<file path="src/rtl/inst_fetch_ctrl.sv">
// Instruction-fetch controller: one tagged word buffer in front of a variable-latency req/ack memory.
// Build option INST_FETCH_PREFETCH_EN adds a next-word prefetch entry and the PREF state.
module inst_fetch_ctrl #(
  parameter int ADDR_W = 32,
  parameter int DATA_W = 32,
  parameter int TIMEOUT = 64,
  parameter logic [DATA_W-1:0] NOP_WORD = '0
) (
  input  logic              clk,
  input  logic              rst,
  input  logic [ADDR_W-1:0] core_addr,
  input  logic              core_en,
  output logic [DATA_W-1:0] core_data,
  output logic              stall_out,
  input  logic              flush,
  output logic              mem_req,
  output logic [ADDR_W-1:0] mem_addr,
  input  logic              mem_ack,
  input  logic [DATA_W-1:0] mem_rdata,
  output logic              fetch_err
);
  localparam int CNT_W = (TIMEOUT > 2) ? $clog2(TIMEOUT) : 1;
  localparam logic [CNT_W-1:0] TO_LAST = CNT_W'(TIMEOUT - 1);

`ifdef INST_FETCH_PREFETCH_EN
  typedef enum logic [1:0] {IDLE, REQ, PREF} state_t;
`else
  typedef enum logic [1:0] {IDLE, REQ} state_t;
`endif

  state_t              state, state_nx;
  logic                buf_valid;
  logic [ADDR_W-3:0]   tag;
  logic [DATA_W-1:0]   buf_data;
  logic [CNT_W-1:0]    cnt;
  logic                flush_pend;
  logic                hit_d, hit, miss, done;

  assign hit_d = buf_valid & (tag == core_addr[ADDR_W-1:2]);
  assign done  = mem_ack | (cnt == TO_LAST);

`ifdef INST_FETCH_PREFETCH_EN
  logic                pf_valid, pf_pend, hit_p;
  logic [ADDR_W-3:0]   pf_tag;
  logic [DATA_W-1:0]   pf_data;

  assign hit_p     = pf_valid & (pf_tag == core_addr[ADDR_W-1:2]);
  assign hit       = core_en & (hit_d | hit_p);
  assign core_data = (rst | ~core_en) ? '0 : hit_d ? buf_data : hit_p ? pf_data : '0;
`else
  assign hit       = core_en & hit_d;
  assign core_data = (rst | ~hit) ? '0 : buf_data;
`endif

  assign miss      = core_en & ~hit;
  assign stall_out = ~rst & miss;

  always_ff @(posedge clk or posedge rst) begin
    if (rst) state <= IDLE;
    else     state <= state_nx;
  end

  always_comb begin
    state_nx = state;
    case (state)
      IDLE: begin
        if (miss) state_nx = REQ;
`ifdef INST_FETCH_PREFETCH_EN
        else if (pf_pend) state_nx = PREF;
`endif
      end
      REQ: if (done) state_nx = IDLE;
`ifdef INST_FETCH_PREFETCH_EN
      PREF: if (done) state_nx = IDLE;
`endif
      default: state_nx = IDLE;
    endcase
  end

  always_ff @(posedge clk or posedge rst) begin
    if (rst) begin
      buf_valid  <= 1'b0;
      tag        <= '0;
      buf_data   <= '0;
      mem_req    <= 1'b0;
      mem_addr   <= '0;
      fetch_err  <= 1'b0;
      cnt        <= '0;
      flush_pend <= 1'b0;
`ifdef INST_FETCH_PREFETCH_EN
      pf_valid   <= 1'b0;
      pf_pend    <= 1'b0;
      pf_tag     <= '0;
      pf_data    <= '0;
`endif
    end else begin
      case (state)
        IDLE: begin
          cnt        <= '0;
          flush_pend <= 1'b0;
          if (miss) begin
            mem_req  <= 1'b1;
            mem_addr <= {core_addr[ADDR_W-1:2], 2'b00};
          end
`ifdef INST_FETCH_PREFETCH_EN
          // mem_addr still holds the last demand address here
          else if (pf_pend) begin
            mem_req  <= 1'b1;
            mem_addr <= mem_addr + ADDR_W'(4);
            pf_pend  <= 1'b0;
          end
`endif
        end
        REQ: begin
          cnt <= cnt + 1'b1;
          if (flush) flush_pend <= 1'b1;
          if (mem_ack) begin
            buf_data  <= mem_rdata;
            tag       <= mem_addr[ADDR_W-1:2];
            buf_valid <= ~flush_pend;
            mem_req   <= 1'b0;
`ifdef INST_FETCH_PREFETCH_EN
            pf_pend   <= 1'b1;
`endif
          end else if (cnt == TO_LAST) begin
            fetch_err <= 1'b1;
            buf_data  <= NOP_WORD;
            tag       <= mem_addr[ADDR_W-1:2];
            buf_valid <= ~flush_pend;
            mem_req   <= 1'b0;
          end
        end
`ifdef INST_FETCH_PREFETCH_EN
        PREF: begin
          cnt <= cnt + 1'b1;
          if (flush) flush_pend <= 1'b1;
          if (mem_ack) begin
            pf_data  <= mem_rdata;
            pf_tag   <= mem_addr[ADDR_W-1:2];
            pf_valid <= ~flush_pend;
            mem_req  <= 1'b0;
          end else if (cnt == TO_LAST) begin
            pf_valid <= 1'b0;
            mem_req  <= 1'b0;
          end
        end
`endif
        default: mem_req <= 1'b0;
      endcase
      // flush overrides any fill landing on the same edge
      if (flush) begin
        buf_valid <= 1'b0;
`ifdef INST_FETCH_PREFETCH_EN
        pf_valid  <= 1'b0;
`endif
      end
    end
  end
endmodule

</file>
<file path="config.mk">
export PLATFORM = sky130hd
export DESIGN_NAME = inst_fetch_ctrl
export DESIGN_NICKNAME = d
export VERILOG_FILES = /design/src/rtl/inst_fetch_ctrl.sv
export SDC_FILE = /design/constraint.sdc
export NUM_CORES = 1
export LEC_CHECK = 0
export ABC_CLOCK_PERIOD_IN_PS = 6600
export BUFFER_PORTS_ARGS = -buffer_cell sky130_fd_sc_hd__buf_4
export CORE_UTILIZATION = 51
export DETAILED_ROUTE_END_ITERATION = 7
export HOLD_SLACK_MARGIN = 0.08
export PLACE_DENSITY_LB_ADDON = 0.15
export SETUP_SLACK_MARGIN = 0.3
export SYNTH_ARGS = -nofsm -noshare
export SYNTH_HDL_FRONTEND = slang
export SYNTH_SLANG_ARGS = --single-unit
</file>
<file path="constraint.sdc">
create_clock -name clk -period 6.6 [get_ports clk]
set_clock_uncertainty 0.2 [all_clocks]
set_input_delay 1.32 -clock clk [delete_from_list [all_inputs] [get_ports clk]]
set_output_delay 1.32 -clock clk [all_outputs]
set_load 0.02 [all_outputs]
</file>
# [Word-level counts from Yosys, hierarchy flattened]
# Index checks and enable logic that the tools add are counted.
[op_classes] addsub=1 n_mul=0 div=0 n_lt_le_gt_ge=0 n_eq_ne=7 shift=0 muxes=19 n_bitwise=10 n_reduce_logical=12
[ops] cell="$mux W32" n=3
[ops] cell="$mux W30" n=2
[ops] cell="$eq A30 B30 Y1" n=1
[ops] cell="$pmux W6 S2" n=1
[ops] cell="$reduce_and A2 Y1" n=6
[ops] cell="$mux W1" n=8
[ops] cell="$add A6 B1 Y6 const B" n=1
[ops] cell="$eq A6 B6 Y1 const B" n=1
[ops] cell="$ne A2 B2 Y1 const B" n=3
[ops] cell="$reduce_bool A2 Y1" n=3
[ops] cell="$and A1 B1 Y1" n=4
[ops] cell="$mux W2" n=2
[ops] cell="$not A1 Y1" n=4
[ops] cell="$pmux W1 S2" n=2
[ops] cell="$pmux W2 S2" n=1
[ops] cell="$ne A3 B3 Y1 const B" n=1
[ops] cell="$reduce_and A3 Y1" n=1
[ops] cell="$reduce_bool A3 Y1" n=1
[ops] cell="$eq A2 B1 Y1 const B" n=1
[ops] cell="$logic_not A2 Y1" n=1
[ops] cell="$or A1 B1 Y1" n=2
[word_totals] regBits=104 latchBits=0 mem_bits_rw=0 romBits=0 input_bits=69 word_cells=58 n_memories=0

# [Depth between registers and ports, before layout]
# Gate-level depths: netlist (run 1).
[depth] word_depth=7 mapped_depth=7 depth_no_buf=6

# [Least setup slack after synthesis (run 1)]
# No wires, ideal clock.
[synth_path] path_kind="input to output" start="input rst" end="output core_data[10]" arrival_time_ps=4427 required_time_ps=5080 slack_ps=653 path_stages=5 cell_sequence="inv_1 -> nand2_1 -> nor3_2 -> clkbuf_2 -> and2_1"
[synth_via] elab_chain_cells=2
[synth_rtl] element="from (decl)" line="10" rtl="input logic rst,"
[synth_rtl] element="$or A1 B1 Y1" line="52" rtl="assign core_data = (rst | ~hit) ? '0 : buf_data;"
[synth_rtl] element="$mux W32" line="52"
[synth_rtl] element="to (decl)" line="13" rtl="output logic [DATA_W-1:0] core_data,"
# No other way between the ends.

# [Worst setup path after layout (run 1)]
[layout_path] start="input core_addr[15]" end="output core_data[13]"
[layout_via] elab_chain_cells=6
[layout_rtl] element="from (decl)" line="11" rtl="input logic [ADDR_W-1:0] core_addr,"
[layout_rtl] element="$eq A30 B30 Y1" line="39" rtl="assign hit_d = buf_valid & (tag == core_addr[ADDR_W-1:2]);"
[layout_rtl] element="$and A1 B1 Y1" line="39"
[layout_rtl] element="$and A1 B1 Y1" line="51" rtl="assign hit = core_en & hit_d;"
[layout_rtl] element="$not A1 Y1" line="52"
[layout_rtl] element="$or A1 B1 Y1" line="52"
[layout_rtl] element="$mux W32" line="52"
# No other way between the ends.

==> out/results.tsv, run 1 <==
metric	value	unit
run_status	completed	
power.density_cell_area	314.6	nW/um2
area_overhead_vs_synth	28.07	%
fin_crit	4617	ps
cts_tree	built	
nets	517	
post_route_cells_drive_above_1_share	47.57	%
yosysWarningCount	0	
grt_first_pass_wirelength	14130	um
yosysSeqAreaShare	57.26	%
num_antenna_cells	0	
share_clk_of_total_power	22.0	%
detailedRoute.firstIterationViolations	75	
htree_levels	3	
routed_wl	9047	um
cts_root_buffer	sky130_fd_sc_hd__clkbuf_8	
cts.sink_count	102	
post_synthesis_cell_type_with_the_largest_combined_area	sky130_fd_sc_hd__dfrtp_1	
synthDistinctLibCells	31	
netlist_area	4458	um2
numCtsBuffers	9	
port_buffer_cells	131	
worstSkewPairLatency	370	ps
grt_start_max_net_pins	55	
antenna_violating_nets_left	0	
cts_max_path_buffers	2	
grt_antenna_before_repair	0	
post-cts-setup-buffer-count	0	
syn_avg_cell_area	13.98	um2
place.gp.congestion	0.7121	
placementRows	33	
path_clk_slew	90	ps
dr.pass1.iters	4	
gr_usage_total	20.83	%
power.internal	1271	uW
fp.dieW	95.50	um
setup_viol_count_final	0	
number_of_maximum_capacitance_constraint_violations	0	
cts_hold_buffers_added	0	
power_frac_comb	27.5	%
hold_path_class	reg2reg	
worst_setup_path_start_kind	primary input	
final_min_period_over_clock_period	69.95	%
critPathRequiredTime	5080	ps
dr_total_vias	2901	
grt_overflow	0	
synth-seq-cells	102	
hold_ws	258.7	ps
detailed_place_hpwl	6242	um
reg2reg_setup_slack	3810	ps
average_detailed_routed_wire_length_per_instance	16.24	um
arrival	3100	ps
final_common_cell	sky130_fd_sc_hd__buf_4	
ctsResizeCount	0	
crit_path_kind	in2out	
floorplan.io_pins	136	
power.static_leakage	0.002742	uW
upper_clock_frequency_limit	216.6	MHz
seq_power_share	50.5	%
worstMarginPinSlew	1174	ps
worstSetupEndpointType	output pin	
grt_setup_unrepaired	false	
setup_total_negative_slack	0	ps
final_max_slew_viol_count	0	
drc	0	
timing.final.hold_violations	0	
p_sw_share	29.25	%
critical_path_fanouts_max	32	
fp.dieH	95.50	um
detail_route.vias_per_cell	5.208	
floorplan.die_area	9119	um2
via_count_of_the_first_global_routing_pass	2839	
worst_ir_drop_vdd	0.0001652	V
synth_cells	319	
switching_component_of_the_power	525.2	uW
slew_headroom	21.73	%
floorplan.core_area	8341	um2
initial_utilization	53.45	%
layout_common_cells	sky130_fd_sc_hd__buf_4, sky130_fd_sc_hd__dfrtp_1, sky130_fd_sc_hd__and2_1	
yosys.area.top_type_share	57.26	%
netlist_top_cells_area	sky130_fd_sc_hd__dfrtp_1, sky130_fd_sc_hd__mux2_4, sky130_fd_sc_hd__mux2_2, sky130_fd_sc_hd__a22o_1, sky130_fd_sc_hd__and2_1	
## layout make-up
class / instances / area (um2)
clock buffer: 11 / 141.4
clock inverter: 5 / 58.81
fill: 654 / 2631
inverter: 3 / 13.76
multi-input combinational: 197 / 1805
sequential: 102 / 2552
tap: 105 / 131.4
timing repair buffer: 134 / 1006
## worst max-delay path, stage by stage
cell	delay, ps
sky130_fd_sc_hd__buf_4	120
sky130_fd_sc_hd__xnor2_1	150
sky130_fd_sc_hd__nand4_1	120
sky130_fd_sc_hd__or4_4	560
sky130_fd_sc_hd__nor3_2	190
sky130_fd_sc_hd__buf_4	290
sky130_fd_sc_hd__and2_1	180
sky130_fd_sc_hd__buf_4	140
## metal layers
| layer | share of wire, % | global-route usage, % |
|---|---|---|
| met1 | 44 | 26.26 |
| met2 | 48 | 34.23 |
| met3 | 6.6 | 5.263 |
| met4 | 1.0 | 8.582 |
| met5 | 0 | 0 |
## flip-flops by register name, indices dropped and copies added, names as in the netlist
register / count
buf_data: 32
buf_valid: 1
cnt: 6
fetch_err: 1
flush_pend: 1
mem_addr: 30
mem_req: 1
tag: 30
## cells by family (layout without fill, tap and decap cells)
| kind of cell | count (synthesis) | in the layout | share of synthesized area, % |
|---|---|---|---|
| buffers and inverters | 21 | 153 | 2.582 |
| multiplexers | 60 | 60 | 17.68 |
| other | 1 | 2 | 0.08412 |
| flip-flops | 102 | 102 | 57.26 |
| AO/OA/AOI/OAI | 37 | 37 | 7.269 |
| XOR/XNOR | 34 | 34 | 6.680 |
| adder cells (fa/ha/maj) | 1 | 1 | 0.2806 |
| AND/OR/NAND/NOR | 63 | 63 | 8.167 |
## final timing paths
check / start / to / depth (start not counted)
max: core_addr[15] / core_data[13] / 8
min in group asynchronous: rst / tag[20] / 2
min: cnt[0] / cnt[0] / 1
min reg2reg: cnt[0] / cnt[0] / 1
max in group asynchronous: rst / buf_data[9] / 3
max reg2reg: cnt[0] / tag[29] / 6
## through the flow
step	worst slack [ps]	instance area, um2	std cells	util, %	power [uW]
after global routing	1776	5709	557	68.45	1898
final	1983	5709	557	68.45	1796
after detailed placement	1928	5509	541	66.05	1417
after CTS	1928	5709	557	68.45	1818
after floorplan	652.5	4462	320	-	1243
after global placement	1969	5509	541	66.05	1394
## synth_stat cells
library cell               count
sky130_fd_sc_hd__a22o_1       32
sky130_fd_sc_hd__nand4_1       5
sky130_fd_sc_hd__a21oi_1       1
sky130_fd_sc_hd__nor2_1       10
sky130_fd_sc_hd__nand2_1       4
sky130_fd_sc_hd__or2_2         1
sky130_fd_sc_hd__o32ai_1       1
sky130_fd_sc_hd__ha_1          1
sky130_fd_sc_hd__mux2_2       30
sky130_fd_sc_hd__conb_1        1
sky130_fd_sc_hd__or4_4         1
sky130_fd_sc_hd__xnor2_1      17
sky130_fd_sc_hd__o21ai_1       1
sky130_fd_sc_hd__clkinv_1      1
sky130_fd_sc_hd__o21ba_4       1
sky130_fd_sc_hd__dfrtp_1     102
sky130_fd_sc_hd__mux2_4       30
sky130_fd_sc_hd__and2_1       34
sky130_fd_sc_hd__inv_1         2
sky130_fd_sc_hd__nor3_2        1
sky130_fd_sc_hd__nor4_1        3
sky130_fd_sc_hd__nor3_1        1
sky130_fd_sc_hd__clkbuf_2      3
sky130_fd_sc_hd__clkbuf_1      8
sky130_fd_sc_hd__buf_4         2
sky130_fd_sc_hd__nand3_1       2
sky130_fd_sc_hd__and3_1        1
sky130_fd_sc_hd__xor2_1       17
sky130_fd_sc_hd__buf_6         3
sky130_fd_sc_hd__o41ai_1       1
sky130_fd_sc_hd__buf_2         2
## power groups by stage
stage	clock network, uW	logic, uW	registers, uW
global route	435	533	931
global placement	0	488	906
finish	396	493	907
CTS	409	502	907
floorplan	0	298	945
detailed placement	0	498	919
Note: power is estimated with default switching activity, not from simulation.
==> run 2: changes to the inputs <==
ABC_CLOCK_PERIOD_IN_PS = 4350   (was 6600)
clock period = 4.35 ns   (was 6.6 ns; I/O delays follow)
==> out/results.tsv, run 2 (synthesized netlist as in run 1, its figures left out) <==
metric	value	unit	change
area_overhead_vs_synth	30.14	%	
flip_flop_count_of_the_largest_register_all_copies_and_words_added	32		unchanged
final_common_cell	sky130_fd_sc_hd__buf_4		
number_of_maximum_capacitance_constraint_violations	0		unchanged
final_min_period_over_clock_period	86.21	%	
floorplan.io_pins	136		unchanged
setup.worst_path.end	core_data[9]		
fin_crit	3750	ps	
worstSetupEndpointType	output pin		
critical_path_fanouts_max	32		unchanged
min_delay_path_depth	1		unchanged
reg2reg_to	tag[12]		
fp.dieW	95.50	um	unchanged
cell_count_along_the_critical_path	8		unchanged
largest_registers	buf_data x32, mem_addr x30, tag x30		
numCtsBuffers	9		unchanged
placementRows	33		unchanged
hold_path_class	reg2reg		
routed_wl	8853	um	-2.1%
grt_antenna_before_repair	0		unchanged
share_clk_of_total_power	20.9	%	-1.1 points
critPathSlowestCell	sky130_fd_sc_hd__nor4_1		
ctsResizeCount	0		unchanged
grt_first_pass_wirelength	13860	um	-2.0%
reg2reg_from	cnt[0]		
dr.pass1.iters	4		unchanged
path_cells	buf_4 -> xor2_1 -> nor4_1 -> nand4_1 -> nor3_4 -> buf_4 -> and2_4 -> buf_4		
grt_start_max_net_pins	73		+33%
worst_path_most_repeated_cell	sky130_fd_sc_hd__buf_4		
cts_tree	built		
seq_power_share	51.4	%	+0.9 points
reg2reg_setup_slack	1730	ps	-2080 ps
htree_levels	3		unchanged
critPathRequiredTime	3280	ps	-1800 ps
antenna_violating_nets_left	0		unchanged
average_detailed_routed_wire_length_per_instance	15.84	um	-2.5%
worstMarginPinSlew	1167	ps	-7.293 ps
worst_setup_path_start_kind	primary input		
path_clk_slew	90	ps	about the same
gr_usage_total	20.25	%	-0.57 points
arrival	2680	ps	-420 ps
run_status	completed		
regMostFlops	buf_data		
detailed_place_hpwl	6169	um	-1.2%
num_antenna_cells	0		unchanged
crit_path_buf_inv_count	3		unchanged
port_buffer_cells	131		unchanged
detail_route.vias_per_cell	5.225		+0.33%
power_frac_comb	27.7	%	+0.2 points
worst_path_largest_cell_delay	350	ps	-210 ps
power.internal	1903	uW	+50%
nets	519		+0.39%
upper_clock_frequency_limit	266.7	MHz	
fp.dieH	95.50	um	unchanged
via_count_of_the_first_global_routing_pass	2893		+1.9%
drc	0		unchanged
floorplan.die_area	9119	um2	unchanged
reg2reg_depth	6		unchanged
power.static_leakage	0.002804	uW	+2.2%
final_critical_path_setup_slack	599.9	ps	-1383 ps
setup_viol_count_final	0		unchanged
cts.sink_count	102		unchanged
cts_root_buffer	sky130_fd_sc_hd__clkbuf_8		
cts_max_path_buffers	2		unchanged
dpl_worst_slack	542.9	ps	-1385 ps
final_max_slew_viol_count	0		unchanged
worst_path_dominant_cell_family	simple AND/OR/NAND/NOR gates		
grt_setup_unrepaired	false		
place.gp.congestion	0.7271		+2.1%
dr_total_vias	2921		+0.69%
p_sw_share	29.35	%	+0.099 points
worst_ir_drop_vdd	0.0002656	V	+61%
slew_headroom	22.22	%	+0.49 points
crit_path_kind	in2out		
post-cts-setup-buffer-count	0		unchanged
timing.final.hold_violations	0		unchanged
power.density_cell_area	464.3	nW/um2	+48%
setup_total_negative_slack	0	ps	unchanged
detailedRoute.firstIterationViolations	91		+21%
grt_overflow	0		unchanged
initial_utilization	53.45	%	unchanged
critPathLaunch	core_addr[11]		
worstSkewPairLatency	360	ps	about the same
core_occupancy_in_the_finished_layout	69.56	%	+1.1 points
cts_hold_buffers_added	0		unchanged
floorplan.core_area	8341	um2	unchanged
layout_common_cells	sky130_fd_sc_hd__buf_4, sky130_fd_sc_hd__dfrtp_1, sky130_fd_sc_hd__a22o_1		
post_route_cells_drive_above_1_share	54.63	%	+7.1 points
switching_component_of_the_power	790.5	uW	+51%
run 2: area by class of cell:
cell class                      instances  area [um2]
Clock buffer                           12       165.2
Clock inverter                          4       30.03
Fill cell                             610        2539
Inverter                                3       15.01
Multi-Input combinational cell        197        1887
Sequential cell                       102        2552
Tap cell                              105       131.4
Timing Repair Buffer                  136        1021
run 2: routing by layer:
layer / vias up / track usage (%) / share of wire (%)
li1: 1366 / - / -
met1: 1455 / 27.00 / 45
met2: 89 / 32.50 / 48
met3: 11 / 4.147 / 5.5
met4: 0 / 8.085 / 1.5
met5: - / 0 / 0
run 2: stage by stage:
| stage | power, uW | hold WS, ps | cell area, um2 | instances |
|---|---|---|---|---|
| CTS | 2725 | 258.3 | 5802 | 559 |
| global route | 2849 | 281.1 | 5802 | 559 |
| floorplan | 1891 | 217.4 | 4548 | 320 |
| detailed placement | 2156 | 245.0 | 5607 | 543 |
| global placement | 2123 | 235.0 | 5607 | 543 |
| finish | 2694 | 252.9 | 5802 | 559 |
run 2: power by group through the flow:
stage	Combinational (uW)	Clock (uW)	Sequential [uW]
2_1_floorplan	451	0	1440
3_3_place_gp	741	0	1380
3_5_place_dp	754	0	1400
4_1_cts	759	583	1380
5_1_grt	807	625	1420
6_report	747	563	1380
run 2: how the worst min path moves through the flow:
| stage | start | to |
|---|---|---|
| 2_1_floorplan | cnt[0] | cnt[0] |
| 3_3_place_gp | cnt[0] | cnt[0] |
| 5_1_grt | cnt[0] | cnt[0] |
| 6_report | cnt[0] | cnt[0] |
| 4_1_cts | cnt[0] | cnt[0] |
| 3_5_place_dp | cnt[0] | cnt[0] |
run 2: worst reg2reg max path, stage by stage, from the launching register on:
cell and delay (ps):
sky130_fd_sc_hd__dfrtp_1 400, sky130_fd_sc_hd__ha_1 230, sky130_fd_sc_hd__nand3_1 140, sky130_fd_sc_hd__nor2_1 110, sky130_fd_sc_hd__o21ai_4 670, sky130_fd_sc_hd__buf_4 390
sky130_fd_sc_hd__mux2_2 370
==> run 3: changes to the inputs <==
ABC_CLOCK_PERIOD_IN_PS = 4700   (was 4350)
CORE_MARGIN = 5   (was default)
CORE_UTILIZATION = 55   (was 51)
clock period = 4.7 ns   (was 4.35 ns; I/O delays follow)
==> out/results.tsv, run 3 (synthesized netlist as in run 1, its figures left out) <==
metric	value	unit	change
run_status	completed		
fin_crit	3903	ps	
grt_overflow	0		unchanged
dr_total_vias	2946		+0.86%
area_overhead_vs_synth	28.66	%	
detailed_place_hpwl	6863	um	+11%
grt_setup_unrepaired	false		
worst_setup_path_start_kind	primary input		
via_count_of_the_first_global_routing_pass	3050		+5.4%
path_clk_slew	90	ps	about the same
worstMarginPinSlew	1123	ps	-43.89 ps
cts_root_buffer	sky130_fd_sc_hd__clkbuf_8		
core_occupancy_in_the_finished_layout	73.46	%	+3.9 points
cts.sink_count	102		unchanged
place.gp.congestion	0.7733		+6.4%
detailedRoute.firstIterationViolations	81		-11%
routed_wl	9424	um	+6.4%
fp.dieW	100.0	um	+4.7%
htree_levels	3		unchanged
cts_max_path_buffers	2		unchanged
post_route_cells_drive_above_1_share	47.80	%	-6.8 points
floorplan.core_area	7807	um2	-6.4%
grt_start_max_net_pins	63		-14%
worstSkewPairLatency	360	ps	about the same
upper_clock_frequency_limit	256.2	MHz	
placementRows	32		-3.0%
initial_utilization	57.10	%	+3.6 points
worst_ir_drop_vdd	0.0002626	V	-1.1%
final_common_cell	sky130_fd_sc_hd__buf_4		
arrival	2760	ps	+80 ps
cts_tree	built		
critical_path_fanouts_max	32		unchanged
floorplan.io_pins	136		unchanged
grt_antenna_before_repair	0		unchanged
crit_path_kind	in2out		
grt_first_pass_wirelength	15120	um	+9.1%
timing.final.hold_violations	0		unchanged
largest_registers	buf_data x32, mem_addr x30, tag x30		
cts_hold_buffers_added	0		unchanged
antenna_violating_nets_left	0		unchanged
hold_path_class	reg2reg		
setup_viol_count_final	0		unchanged
gr_usage_total	19.22	%	-1.0 points
nets	519		unchanged
power.static_leakage	0.002758	uW	-1.6%
port_buffer_cells	131		unchanged
final_max_slew_viol_count	0		unchanged
fp.dieH	100.0	um	+4.7%
flip_flop_count_of_the_largest_register_all_copies_and_words_added	32		unchanged
average_detailed_routed_wire_length_per_instance	16.95	um	+7.0%
setup_total_negative_slack	0	ps	unchanged
detail_route.vias_per_cell	5.299		+1.4%
worstSetupEndpointType	output pin		
final_min_period_over_clock_period	83.04	%	
slew_headroom	25.14	%	+2.9 points
drc	0		unchanged
regMostFlops	buf_data		
num_antenna_cells	0		unchanged
critPathRequiredTime	3560	ps	+280 ps
power.density_cell_area	446.5	nW/um2	-3.8%
layout_common_cells	sky130_fd_sc_hd__buf_4, sky130_fd_sc_hd__dfrtp_1, sky130_fd_sc_hd__and2_1		
post-cts-setup-buffer-count	0		unchanged
floorplan.die_area	10010	um2	+9.7%
dr.pass1.iters	4		unchanged
numCtsBuffers	9		unchanged
number_of_maximum_capacitance_constraint_violations	0		unchanged
ctsResizeCount	0		unchanged
==> run 3: cell count changes in the layout (fill, tap and decap cells not counted) <==
cell	change
sky130_fd_sc_hd__and2_1	+30
sky130_fd_sc_hd__and2_4	-30
sky130_fd_sc_hd__clkbuf_8	-3
sky130_fd_sc_hd__bufinv_16	+2
sky130_fd_sc_hd__clkbuf_1	+1
sky130_fd_sc_hd__clkinv_2	+1
sky130_fd_sc_hd__clkinv_4	-1
sky130_fd_sc_hd__nor3_2	+1
sky130_fd_sc_hd__nor3_4	-1
==> run 3: worst max-delay path, stage by stage <==
cell and delay [ps]:
sky130_fd_sc_hd__buf_4 120, sky130_fd_sc_hd__xnor2_1 180, sky130_fd_sc_hd__nand4_1 160, sky130_fd_sc_hd__or4_4 570, sky130_fd_sc_hd__nor3_2 180, sky130_fd_sc_hd__buf_4 280
sky130_fd_sc_hd__and2_1 190, sky130_fd_sc_hd__buf_4 150
==> run 3: metal layers <==
metal	vias up	share of wire, %	track usage (%)
li1	1374	-	-
met1	1458	43	25.59
met2	101	48	31.14
met5	-	0	0
met4	0	1.4	6.010
met3	13	7.4	5.003
==> run 3: through the flow <==
| stage | total power, uW | cell area (um2) | worst slack, ps | hold slack [ps] | instances |
|---|---|---|---|---|---|
| after floorplan | 1746 | 4466 | 393.7 | 217.4 | 320 |
| after global placement | 1966 | 5522 | 805.1 | 232.0 | 540 |
| after detailed placement | 2002 | 5522 | 763.9 | 257.9 | 540 |
| after CTS | 2593 | 5736 | 763.9 | 270.2 | 556 |
| after global routing | 2702 | 5736 | 655.1 | 298.9 | 556 |
| final | 2561 | 5736 | 797.0 | 268.2 | 556 |
==> run 3: cell type report <==
class                      count  area (um2)
tap                          102       127.6
fill                         534        2072
clock inverter                 6       86.33
clock buffer                  10       127.6
multi-input combinational    197        1805
inverter                       3       15.01
timing repair buffer         136        1021
sequential                   102        2552
==> run 3: report_power, final <==
group / internal, uW / leakage (uW) / total (uW) / switching (uW)
logic: 407 / 0.00142 / 702 / 295
clock network: 299 / 0.000106 / 585 / 286
registers: 1120 / 0.00123 / 1270 / 156
total: 1820 / 0.00276 / 2560 / 737
==> run 3: final timing paths <==
kind / startpoint / endpoint / slack, ps / cells after the start
min reg2reg: cnt[0] / cnt[0] / 270 / 1
min in group asynchronous: rst / buf_data[26] / 530 / 3
max: core_addr[14] / core_data[25] / 800 / 8
min: cnt[0] / cnt[0] / 270 / 1
max in group asynchronous: rst / mem_addr[16] / 2610 / 4
max reg2reg: cnt[0] / tag[4] / 2130 / 6
